===== src/rtl/uop_dispatch.sv =====
// Micro-op dispatch queue between issue and execute: a small FIFO with flush
// sequencing (RUN/FLUSH/HOLD), global advance enable and a saturating stall counter.
module uop_dispatch #(
  parameter int WIDTH = 32,
  parameter int DEPTH = 4
) (
  input  logic                     clk,
  input  logic                     reset,
  input  logic                     clear,
  input  logic                     enabled,
  input  logic                     prev_valid,
  input  logic [WIDTH-1:0]         uop_in,
  output logic                     stalled,
  output logic                     valid,
  output logic [WIDTH-1:0]         uop_out,
  input  logic                     next_stalled,
  output logic [$clog2(DEPTH):0]   occupancy,
  output logic [5:0]               stall_cycles
);

  localparam int PTR_W = $clog2(DEPTH);
  localparam int OCC_W = PTR_W + 1;

  typedef enum logic [1:0] {RUN, FLUSH, HOLD} state_t;

  state_t             state_q, state_d;
  logic [PTR_W-1:0]   wr_ptr_q, wr_ptr_d;
  logic [PTR_W-1:0]   rd_ptr_q, rd_ptr_d;
  logic [OCC_W-1:0]   occ_q, occ_d;
  logic [5:0]         stall_cnt_q, stall_cnt_d;
  logic [WIDTH-1:0]   mem_q [DEPTH];
  logic [WIDTH-1:0]   mem_d [DEPTH];
  logic               enq, deq;

  always_comb begin
    // Full asserts backpressure even if a dequeue happens this cycle (no bypass).
    stalled = (occ_q == OCC_W'(DEPTH)) || (state_q != RUN);
    valid   = (state_q == RUN) && (occ_q != '0);
    uop_out = (occ_q != '0) ? mem_q[rd_ptr_q] : '0;
    enq     = (state_q == RUN) && enabled && prev_valid && !stalled && !clear;
    deq     = enabled && valid && !next_stalled && !clear;

    state_d     = state_q;
    wr_ptr_d    = wr_ptr_q;
    rd_ptr_d    = rd_ptr_q;
    occ_d       = occ_q;
    stall_cnt_d = stall_cnt_q;
    mem_d       = mem_q;

    if (enq) begin
      mem_d[wr_ptr_q] = uop_in;
      wr_ptr_d        = wr_ptr_q + PTR_W'(1);
    end
    if (deq) rd_ptr_d = rd_ptr_q + PTR_W'(1);
    if (enq && !deq) occ_d = occ_q + OCC_W'(1);
    else if (deq && !enq) occ_d = occ_q - OCC_W'(1);

    if (enabled && valid && next_stalled && (stall_cnt_q != 6'd63))
      stall_cnt_d = stall_cnt_q + 6'd1;

    case (state_q)
      FLUSH:   state_d = enabled ? RUN : HOLD;
      HOLD:    if (enabled) state_d = RUN;
      default: state_d = RUN;
    endcase

    // Flush overrides everything except reset, including the enable gate.
    if (clear) begin
      state_d     = FLUSH;
      wr_ptr_d    = '0;
      rd_ptr_d    = '0;
      occ_d       = '0;
      stall_cnt_d = '0;
    end
  end

  always_ff @(posedge clk) begin
    if (reset) begin
      state_q     <= RUN;
      wr_ptr_q    <= '0;
      rd_ptr_q    <= '0;
      occ_q       <= '0;
      stall_cnt_q <= '0;
    end else begin
      state_q     <= state_d;
      wr_ptr_q    <= wr_ptr_d;
      rd_ptr_q    <= rd_ptr_d;
      occ_q       <= occ_d;
      stall_cnt_q <= stall_cnt_d;
    end
  end

  always_ff @(posedge clk) begin
    mem_q <= mem_d;
  end

  assign occupancy    = occ_q;
  assign stall_cycles = stall_cnt_q;

endmodule


===== config.mk =====
export PLATFORM = sky130hd
export DESIGN_NAME = uop_dispatch
export DESIGN_NICKNAME = d
export VERILOG_FILES = /design/src/rtl/uop_dispatch.sv
export SDC_FILE = /design/constraint.sdc
export NUM_CORES = 1
export LEC_CHECK = 0
export CAP_MARGIN = 20
export CORE_MARGIN = 3
export CORE_UTILIZATION = 55
export CTS_CLUSTER_SIZE = 8
export DETAILED_ROUTE_END_ITERATION = 7
export HOLD_SLACK_MARGIN = 0.03
export PLACE_DENSITY = 0.77
export SLEW_MARGIN = 20
export SYNTH_ARGS = -nofsm -noshare
export SYNTH_HDL_FRONTEND = slang
export SYNTH_SLANG_ARGS = --single-unit

===== constraint.sdc =====
create_clock -name clk -period 4.49 [get_ports clk]
set_clock_uncertainty 0.1 [all_clocks]
set_input_delay 0.898 -clock clk [delete_from_list [all_inputs] [get_ports clk]]
set_output_delay 0.898 -clock clk [all_outputs]
set_load 0.005 [all_outputs]

==> results of run 1 <==
synthesized netlist by cell type, drive strengths merged (2+ instances only):
master  instances  area share [%]
edfxtp        128              68
and2           38             4.2
mux4           32              13
dfxtp          15             5.3
nand2          10            0.66
clkbuf          9            0.59
ha              6             1.3
inv             5            0.33
mux2i           5            0.88
nor2            5            0.33
or3             5            0.55
buf             4            0.44
a21oi           3            0.26
a31oi           3            0.33
nand3           3            0.26
nor3            3            0.26
a311oi          2            0.31
and3            2            0.22
o21ai           2            0.18
or2             2            0.22
xor2            2            0.31
power groups by stage:
stage	Sequential [mW]	Clock, mW	Combinational, mW
2_1_floorplan	1.49	0	0.0416
3_3_place_gp	1.49	0	0.117
3_5_place_dp	1.49	0	0.121
4_1_cts	1.46	1.33	0.122
5_1_grt	1.46	1.39	0.131
6_report	1.46	1.31	0.120
flip-flops by register name (all words and copies together), names as in the netlist:
| signal | count |
|---|---|
| mem_q | 128 |
| rd_ptr_q | 2 |
| stall_cycles | 6 |
| wr_ptr_q | 2 |
| state_q | 2 |
| occupancy | 3 |
logic make-up after synthesis:
family	Yosys count	synth area share, %
AOI/OAI and AO/OA	15	1.80
xor gates and xnor gates	3	0.462
adders and majority gates	7	1.67
buffers and inverters	18	1.36
DFF	143	72.8
muxes	37	13.5
and+or+nand+nor	77	8.39
worst max-delay path, cell delays in order, from the launching register on:
cell and delay [ns]:
dfxtp_2 0.67, buf_12 0.28, mux4_2 0.54, and2_1 0.19
clkdlybuf4s50_1 0.44
how the worst min path moves through the flow:
stage,from,endpoint,slack (ns)
2_1_floorplan,wr_ptr_q[1]$_SDFFE_PP0P_,wr_ptr_q[1]$_SDFFE_PP0P_,0.37
3_3_place_gp,wr_ptr_q[1]$_SDFFE_PP0P_,wr_ptr_q[1]$_SDFFE_PP0P_,0.39
3_5_place_dp,wr_ptr_q[1]$_SDFFE_PP0P_,wr_ptr_q[1]$_SDFFE_PP0P_,0.40
5_1_grt,wr_ptr_q[1]$_SDFFE_PP0P_,wr_ptr_q[1]$_SDFFE_PP0P_,0.45
4_1_cts,wr_ptr_q[1]$_SDFFE_PP0P_,wr_ptr_q[1]$_SDFFE_PP0P_,0.41
6_report,wr_ptr_q[1]$_SDFFE_PP0P_,wr_ptr_q[1]$_SDFFE_PP0P_,0.41
layout make-up:
cell class / count / area [um2]
sequential: 143 / 4150
tap: 133 / 166
clock inverter: 13 / 143
multi-input combinational: 139 / 1480
inverter: 5 / 18.8
timing repair buffer: 82 / 828
clock buffer: 18 / 418
fill: 639 / 2710
layer usage:
| metal | vias to the layer above | GRT usage (%) | routed length, um |
|---|---|---|---|
| li1 | 1369 | - | - |
| met1 | 1532 | 27.0 | 4410 |
| met2 | 108 | 32.9 | 5600 |
| met3 | 13 | 5.10 | 538 |
| met4 | 0 | 6.67 | 143 |
| met5 | - | 0 | 0 |
==> reports/qor.yml, run 1 <==
worstPathArrival_ns: 2.64
synth_edf_count: 128
maxSlewViolCount: 0
whs_path_depth: 2
post-route-min-period_ns: 3.63
final_cell_mix: "edfxtp_1, clkdlybuf4s50_1, and2_1, mux4_2, clkbuf_16"
p_sw_share_pct: 20.0
post_cts_buffers: 0
antenna_found_initial: 0
crit_end: "uop_out[1]"
postRouteWirelength_um: 10700
grt_max_degree: 35
rsz0062_at_grt: "no"
internal_power_mw: 2.32
timing.rr.start: "state_q[0]$_SDFFE_PP0P_"
wl_per_cell_um: 20.0
cts_root_buf: "clkbuf_8"
gp_congestion: 0.748
hp-class: "register to register"
setup_violations: 0
cp_max_fo: 20
final_common_cell: "edfxtp_1"
nNetsFinal: 433
coreArea_um2: 9910
synthCells: 300
cts_buffers: 17
run_status: "complete, no violations"
seqPwrFrac_pct: 50.6
r2r_cells: 8
drive_above_1_share_pct: 18.8
p_sw_mw: 0.577
syn_area_um2: 5690
synth_ff_type: "edfxtp_1"
syn_avg_cell_area_um2: 19.0
comb_power_share_pct: 4.1
yosys_warnings: 0
via_per_inst: 5.67
seq_area_frac_synth_pct: 72.8
overflow: 0
io_buffers: 80
tns_ns: 0
grt_usage_pct: 20.2
postCtsResizedCells: 0
async_reset_ff_share_pct: 0
chipWidth_um: 108
power_density_nw_per_um2: 402
fin_crit_sh_pct: 81.0
worst_pin_slew_ns: 0.905
die_h_um: 108
cts_tree: "yes"
clkTransAtPathRegs_ns: 0.06
die-area_um2: 11600
clkPwrFrac_pct: 45.3
total_power_mw: 2.89
cts.sinks: 143
maxSlewHeadroom_pct: 39.7
initial_core_util_pct: 57.5
timing.hold.ws_ns: 0.411
placed_area_um2: 6640
dp_cells: 502
clk_latency_ns: 0.51
hold_viol: 0
drtAntennaViolNets: 0
r2r-end: "occupancy[2]$_SDFFE_PP0P_"
required_ns: 3.49
place_ws_ns: 1.03
maxCapViolCount: 0
antenna_cells: 0
cp-startpoint: "rd_ptr_q[0]$_SDFFE_PP0P_"
ir_worst_vdd_mv: 0.283
synth_nets: 345
ctsLongestPathBuffers: 2
area_growth_pct: 26.4
htreeDepth: 4
yosys_register_bits: 143
clock.fmax_mhz: 275
hpwl_um: 6320
post-route-util_pct: 72.6
grt_pass1_vias: 3185
dr.pass1.iters: 4
drt_iter0_drc: 181
setup_slack_ns: 0.855
vias: 3022
cts_hold_buf: 0
setup.worst_path.start_class: "register"
worst-r2r-setup-slack_ns: 1.86
design_area_um2: 7200
drc: 0
rows: 36
worstSetupPathType: "register to output pin"
yosys.cell_types.count: 38
leakage_nw: 2.30
io_pins: 81
grt_pass1_wl_um: 17100
worst_setup_path_end_kind: "output pin"
fin_cells: 533
Note: power is estimated with default switching activity, not from simulation.
==> inputs of run 2 (changes only) <==
Settings changed: CORE_UTILIZATION 55 to 49, PLACE_DENSITY 0.77 to 0.73.
Clock period 4.49 ns to 2.9 ns, I/O delays scaled along.
==> reports/qor.yml, run 2 (synthesized netlist as in run 1, its figures left out) <==
area_growth_pct: 30.8
place_ws_ns: -0.0700  # -1.10 ns
hold_viol: 0  # unchanged
p_sw_share_pct: 19.9  # -0.063 points
cts_hold_buf: 0  # unchanged
post_cts_buffers: 0  # unchanged
timing.rr.start: "occupancy[0]$_SDFFE_PP0P_"
crit_chain: "clkbuf_16, mux4_2, and2_1, clkdlybuf4s50_1"
cp-startpoint: "rd_ptr_q[0]$_SDFFE_PP0P_"
comb_power_share_pct: 4.3  # +0.2 points
regMostFlops: "mem_q"
worstPathArrival_ns: 2.15  # -0.49 ns
nNetsFinal: 450  # +3.9%
cp_max_fo: 17  # -15%
dr.pass1.iters: 4  # unchanged
maxSlewViolCount: 0  # unchanged
r2r_cells: 8  # unchanged
ctsLongestPathBuffers: 2  # unchanged
htreeDepth: 4  # unchanged
rows: 38  # +5.6%
drt_iter0_drc: 155  # -14%
io_pins: 81  # unchanged
worst-r2r-setup-slack_ns: 0.39  # -1.47 ns
postRouteWirelength_um: 11200  # +5.2%
grt_pass1_wl_um: 17200  # +0.57%
coreArea_um2: 11100  # +12%
drive_above_1_share_pct: 22.0  # +3.3 points
ir_worst_vdd_mv: 0.559  # +97%
cts.sinks: 143  # unchanged
via_per_inst: 5.54  # -2.2%
setup_slack_ns: 0.0711  # -0.784 ns
chipWidth_um: 114  # +5.6%
cts_tree: "yes"
internal_power_mw: 3.64  # +57%
antenna_found_initial: 0  # unchanged
tns_ns: 0  # unchanged
clock.fmax_mhz: 354
crit_end: "uop_out[31]"
die_h_um: 114  # +5.6%
seqPwrFrac_pct: 49.9  # -0.7 points
final_common_cell: "edfxtp_1"
drtAntennaViolNets: 0  # unchanged
grt_usage_pct: 17.9  # -2.3 points
largest_reg_flops: 128  # unchanged
critPathTopFamily: "buffers and inverters"
initial_core_util_pct: 51.4  # -6.1 points
grt_pass1_vias: 3285  # +3.1%
p_sw_mw: 0.904  # +57%
io_buffers: 80  # unchanged
die-area_um2: 13000  # +12%
setup.worst_path.start_class: "register"
leakage_nw: 2.49  # +7.9%
cts_root_buf: "clkbuf_16"
setup_violations: 0  # unchanged
clkPwrFrac_pct: 45.8  # +0.5 points
hpwl_um: 6630  # +5.0%
clk_latency_ns: 0.40  # -0.11 ns
drc: 0  # unchanged
critical-path-slowest-cell: "mux4_2"
clkTransAtPathRegs_ns: 0.06  # about the same
fin_crit_sh_pct: 97.5
cts_buffers: 17  # unchanged
overflow: 0  # unchanged
grt_max_degree: 39  # +11%
cp_num_buf_inv: 2  # unchanged
hp-class: "register to register"
fin_cells: 558  # +4.7%
slowest_delay_ns: 0.50  # -0.17 ns
maxSlewHeadroom_pct: 55.0  # +15 points
worstSetupPathType: "register to output pin"
run_status: "complete, no violations"
worst_setup_path_end_kind: "output pin"
timing.hold.ws_ns: 0.417  # +0.00655 ns
worst_pin_slew_ns: 0.670  # -0.235 ns
antenna_cells: 0  # unchanged
dp_cells: 524  # +4.4%
gp_congestion: 0.753  # +0.75%
power_density_nw_per_um2: 610  # +52%
required_ns: 2.22  # -1.27 ns
worst-path-stages: 4  # unchanged
post-route-min-period_ns: 2.83
wl_per_cell_um: 20.1  # +0.46%
vias: 3093  # +2.3%
maxCapViolCount: 0  # unchanged
r2r-end: "occupancy[2]$_SDFFE_PP0P_"
total_power_mw: 4.54  # +57%
final_cell_mix: "edfxtp_1, clkdlybuf4s50_1, and2_1, mux4_2, clkbuf_16"
[run 2: power groups by stage]
stage / sequential, mW / combinational [mW] / clock (mW)
2_1_floorplan: 2.31 / 0.0644 / 0
3_3_place_gp: 2.31 / 0.194 / 0
3_5_place_dp: 2.31 / 0.198 / 0
4_1_cts: 2.26 / 0.196 / 2.12
5_1_grt: 2.26 / 0.211 / 2.20
6_report: 2.26 / 0.195 / 2.08
[run 2: cell type report]
class	count	area (um2)
Clock buffer	19	433
Clock inverter	13	140
Fill cell	764	3630
Inverter	5	18.8
Multi-Input combinational cell	139	1480
Sequential cell	143	4150
Tap cell	140	175
Timing Repair Buffer	99	1050
[run 2: layer usage]
metal / vias up / global-route usage [%] / routed length, um
li1: 1404 / - / -
met1: 1595 / 22.5 / 4760
met2: 81 / 30.5 / 5870
met3: 13 / 4.40 / 448
met4: 0 / 6.33 / 165
met5: - / 0 / 0
[run 2: stage by stage]
stage	utilization [%]	instance area (um2)
after floorplan	-	5690
after global placement	61.7	6830
after detailed placement	61.7	6830
after CTS	66.7	7390
after global routing	67.2	7450
final	67.2	7450
[run 2: tightest hold or removal path, cell delays in order (launching register included)]
cell	delay [ns]
dfxtp_1	0.34
nand2_1	0.07
mux2i_1	0.06
[run 2: what timing repair did]
item,4_1_cts,5_1_grt
resized for setup,13,1
cloned,0,2
endpoints found under the setup margin,17,20
[run 2: worst min-delay path by stage]
stage	startpoint	endpoint	depth (start not counted)
2_1_floorplan	wr_ptr_q[1]$_SDFFE_PP0P_	wr_ptr_q[1]$_SDFFE_PP0P_	2
3_3_place_gp	wr_ptr_q[1]$_SDFFE_PP0P_	wr_ptr_q[1]$_SDFFE_PP0P_	2
3_5_place_dp	stall_cycles[1]$_SDFFE_PP0P_	stall_cycles[1]$_SDFFE_PP0P_	2
4_1_cts	wr_ptr_q[1]$_SDFFE_PP0P_	wr_ptr_q[1]$_SDFFE_PP0P_	2
5_1_grt	wr_ptr_q[0]$_SDFFE_PP0P_	wr_ptr_q[0]$_SDFFE_PP0P_	2
6_report	wr_ptr_q[1]$_SDFFE_PP0P_	wr_ptr_q[1]$_SDFFE_PP0P_	2
==> inputs of run 3 (changes only) <==
==> constraint.sdc (replaced) <==
create_clock -name clk -period 2.9 [get_ports clk]
set_clock_uncertainty 0.1 [all_clocks]
set_input_delay 0.29 -clock clk [delete_from_list [all_inputs] [get_ports clk]]
set_output_delay 0.29 -clock clk [all_outputs]
set_load 0.005 [all_outputs]
==> reports/qor.yml, run 3 (synthesized netlist as in run 1, its figures left out) <==
comb_power_share_pct: 3.9  # -0.4 points
post-route-min-period_ns: 2.68  # -0.149 ns
grt_pass1_vias: 3177  # -3.3%
area_growth_pct: 29.7
hold_viol: 0  # unchanged
grt_usage_pct: 17.7  # -0.14 points
wl_per_cell_um: 19.0  # -5.9%
setup.worst_path.start_class: "register"
die-area_um2: 13000  # unchanged
vias: 3009  # -2.7%
ir_worst_vdd_mv: 0.378  # -32%
coreArea_um2: 11100  # unchanged
r2r-end: "occupancy[2]$_SDFFE_PP0P_"
nNetsFinal: 445  # -1.1%
min_to: "state_q[1]$_SDFFE_PP0P_"
seq_area_um2: 4150  # about the same
r2r_cells: 8  # unchanged
worst-r2r-setup-slack_ns: 0.50  # +0.11 ns
final_cell_mix: "edfxtp_1, clkdlybuf4s50_1, and2_1, mux4_2, clkbuf_16"
slowest_delay_ns: 0.50  # about the same
cts_hold_buf: 0  # unchanged
rows: 38  # unchanged
fillCellCount: 746  # -2.4%
crit_chain: "buf_4, mux4_2, and2_1, clkdlybuf4s50_1"
clock.fmax_mhz: 373  # +5.5%
internal_power_mw: 3.90  # +7.3%
grt_pass1_wl_um: 17000  # -1.1%
hpwl_um: 6480  # -2.3%
tns_ns: 0  # unchanged
worstSetupPathType: "register to output pin"
gp_congestion: 0.731  # -3.0%
required_ns: 2.51  # +0.29 ns
chipWidth_um: 114  # unchanged
worst_pin_slew_ns: 0.520  # -0.150 ns
grt_max_degree: 39  # unchanged
overflow: 0  # unchanged
antenna_found_initial: 0  # unchanged
drc: 0  # unchanged
cts_tree: "yes"
io_buffers: 80  # unchanged
whs_path_depth: 2  # unchanged
worstPathArrival_ns: 2.29  # +0.14 ns
regMostFlops: "mem_q"
postRouteWirelength_um: 10500  # -6.7%
p_sw_mw: 0.893  # -1.2%
hp-class: "input pin to register"
die_h_um: 114  # unchanged
setup_violations: 0  # unchanged
hold_start: "enabled"
p_sw_share_pct: 18.6  # -1.3 points
timing.rr.start: "occupancy[0]$_SDFFE_PP0P_"
rsz0062_at_grt: "no"
power_density_nw_per_um2: 649  # +6.5%
maxSlewViolCount: 0  # unchanged
post-route-util_pct: 66.7  # -0.55 points
htreeDepth: 4  # unchanged
multi_input_area_um2: 1480  # unchanged
drt_iter0_drc: 133  # -14%
clkTransAtPathRegs_ns: 0.06  # about the same
cp_max_fo: 14  # -3
maxSlewHeadroom_pct: 65.1  # +10 points
largest_reg_flops: 128  # unchanged
clkPwrFrac_pct: 48.9  # +3.1 points
initial_core_util_pct: 51.4  # unchanged
ctsLongestPathBuffers: 2  # unchanged
via_per_inst: 5.44  # -1.8%
seqPwrFrac_pct: 47.2  # -2.7 points
drive_above_1_share_pct: 21.1  # -0.94 points
clk_latency_ns: 0.40  # about the same
antenna_cells: 0  # unchanged
io_pins: 81  # unchanged
final_common_cell: "edfxtp_1"
critical-path-slowest-cell: "mux4_2"
cts_buffers: 17  # unchanged
cts_root_buf: "clkbuf_16"
run_status: "complete, no violations"
total_power_mw: 4.80  # +5.6%
worst_setup_path_end_kind: "output pin"
maxCapViolCount: 0  # unchanged
cts.sinks: 143  # unchanged
leakage_nw: 2.43  # -2.4%
fin_crit_sh_pct: 92.4  # -5.1 points
drtAntennaViolNets: 0  # unchanged
dr.pass1.iters: 4  # unchanged
## run 3: cell count changes in the layout (fill, tap and decap cells not counted), sizes merged
cell	before	now
buf	17	14
bufinv	2	5
clkbuf	21	20
clkdlybuf4s50	68	80
clkinvlp	6	2
dlygate4sd2	12	0
## run 3: cell type report
class / count / area share, %
clock buffers: 20 / 5.91
clock inverters: 12 / 2.83
inverters: 5 / 0.254
multi-input cells: 139 / 20.0
flip-flops and latches: 143 / 56.2
well taps: 140 / 2.37
repair buffers: 94 / 12.4
## run 3: critical path, delay by kind of cell (launching register included)
kind / cells / cell delay, ns
buffers and inverters: 2 / 0.71
multiplexers: 1 / 0.50
flip-flops: 1 / 0.49
AND/OR/NAND/NOR: 1 / 0.18
## run 3: worst max-delay path by stage
| stage | startpoint | to | slack, ns |
|---|---|---|---|
| 2_1_floorplan | state_q[0]$_SDFFE_PP0P_ | occupancy[2]$_SDFFE_PP0P_ | 0.48 |
| 3_3_place_gp | enabled | occupancy[2]$_SDFFE_PP0P_ | 0.19 |
| 3_5_place_dp | enabled | occupancy[2]$_SDFFE_PP0P_ | 0.13 |
| 4_1_cts | rd_ptr_q[0]$_SDFFE_PP0P_ | uop_out[2] | 0.01 |
| 5_1_grt | rd_ptr_q[0]$_SDFFE_PP0P_ | uop_out[16] | 0.09 |
| 6_report | rd_ptr_q[0]$_SDFFE_PP0P_ | uop_out[2] | 0.22 |
## run 3: routing by layer
| layer | GRT usage (%) | vias up | part of all wire, % |
|---|---|---|---|
| met5 | 0 | - | 0 |
| met3 | 4.46 | 10 | 3.6 |
| met1 | 22.1 | 1526 | 41 |
| met4 | 7.21 | 0 | 1.3 |
| li1 | - | 1395 | - |
| met2 | 30.0 | 78 | 54 |
## run 3: timing repair
item | 4_1_cts | 5_1_grt
setup buffers | 0 | 0
gates resized for setup | 0 | 2
setup endpoints to repair | 0 | 29
## run 3: power by group through the flow
stage                     registers [mW]  logic [mW]  clock network (mW)
after floorplan                     2.31      0.0644                   0
after global placement              2.31       0.186                   0
after detailed placement            2.31       0.190                   0
after CTS                           2.27       0.191                2.39
after global routing                2.26       0.205                2.48
final                               2.26       0.188                2.35
## run 3: metrics by stage
step           std cells  instance area (um2)  setup WS (ns)  hold WS (ns)
3_5_place_dp         521                 6740          0.128         0.397
5_1_grt              553                 7390         0.0862         0.417
6_report             553                 7390          0.220         0.410
3_3_place_gp         521                 6740          0.194         0.387
4_1_cts              553                 7380         0.0131         0.384
2_1_floorplan        300                 5690          0.481         0.262
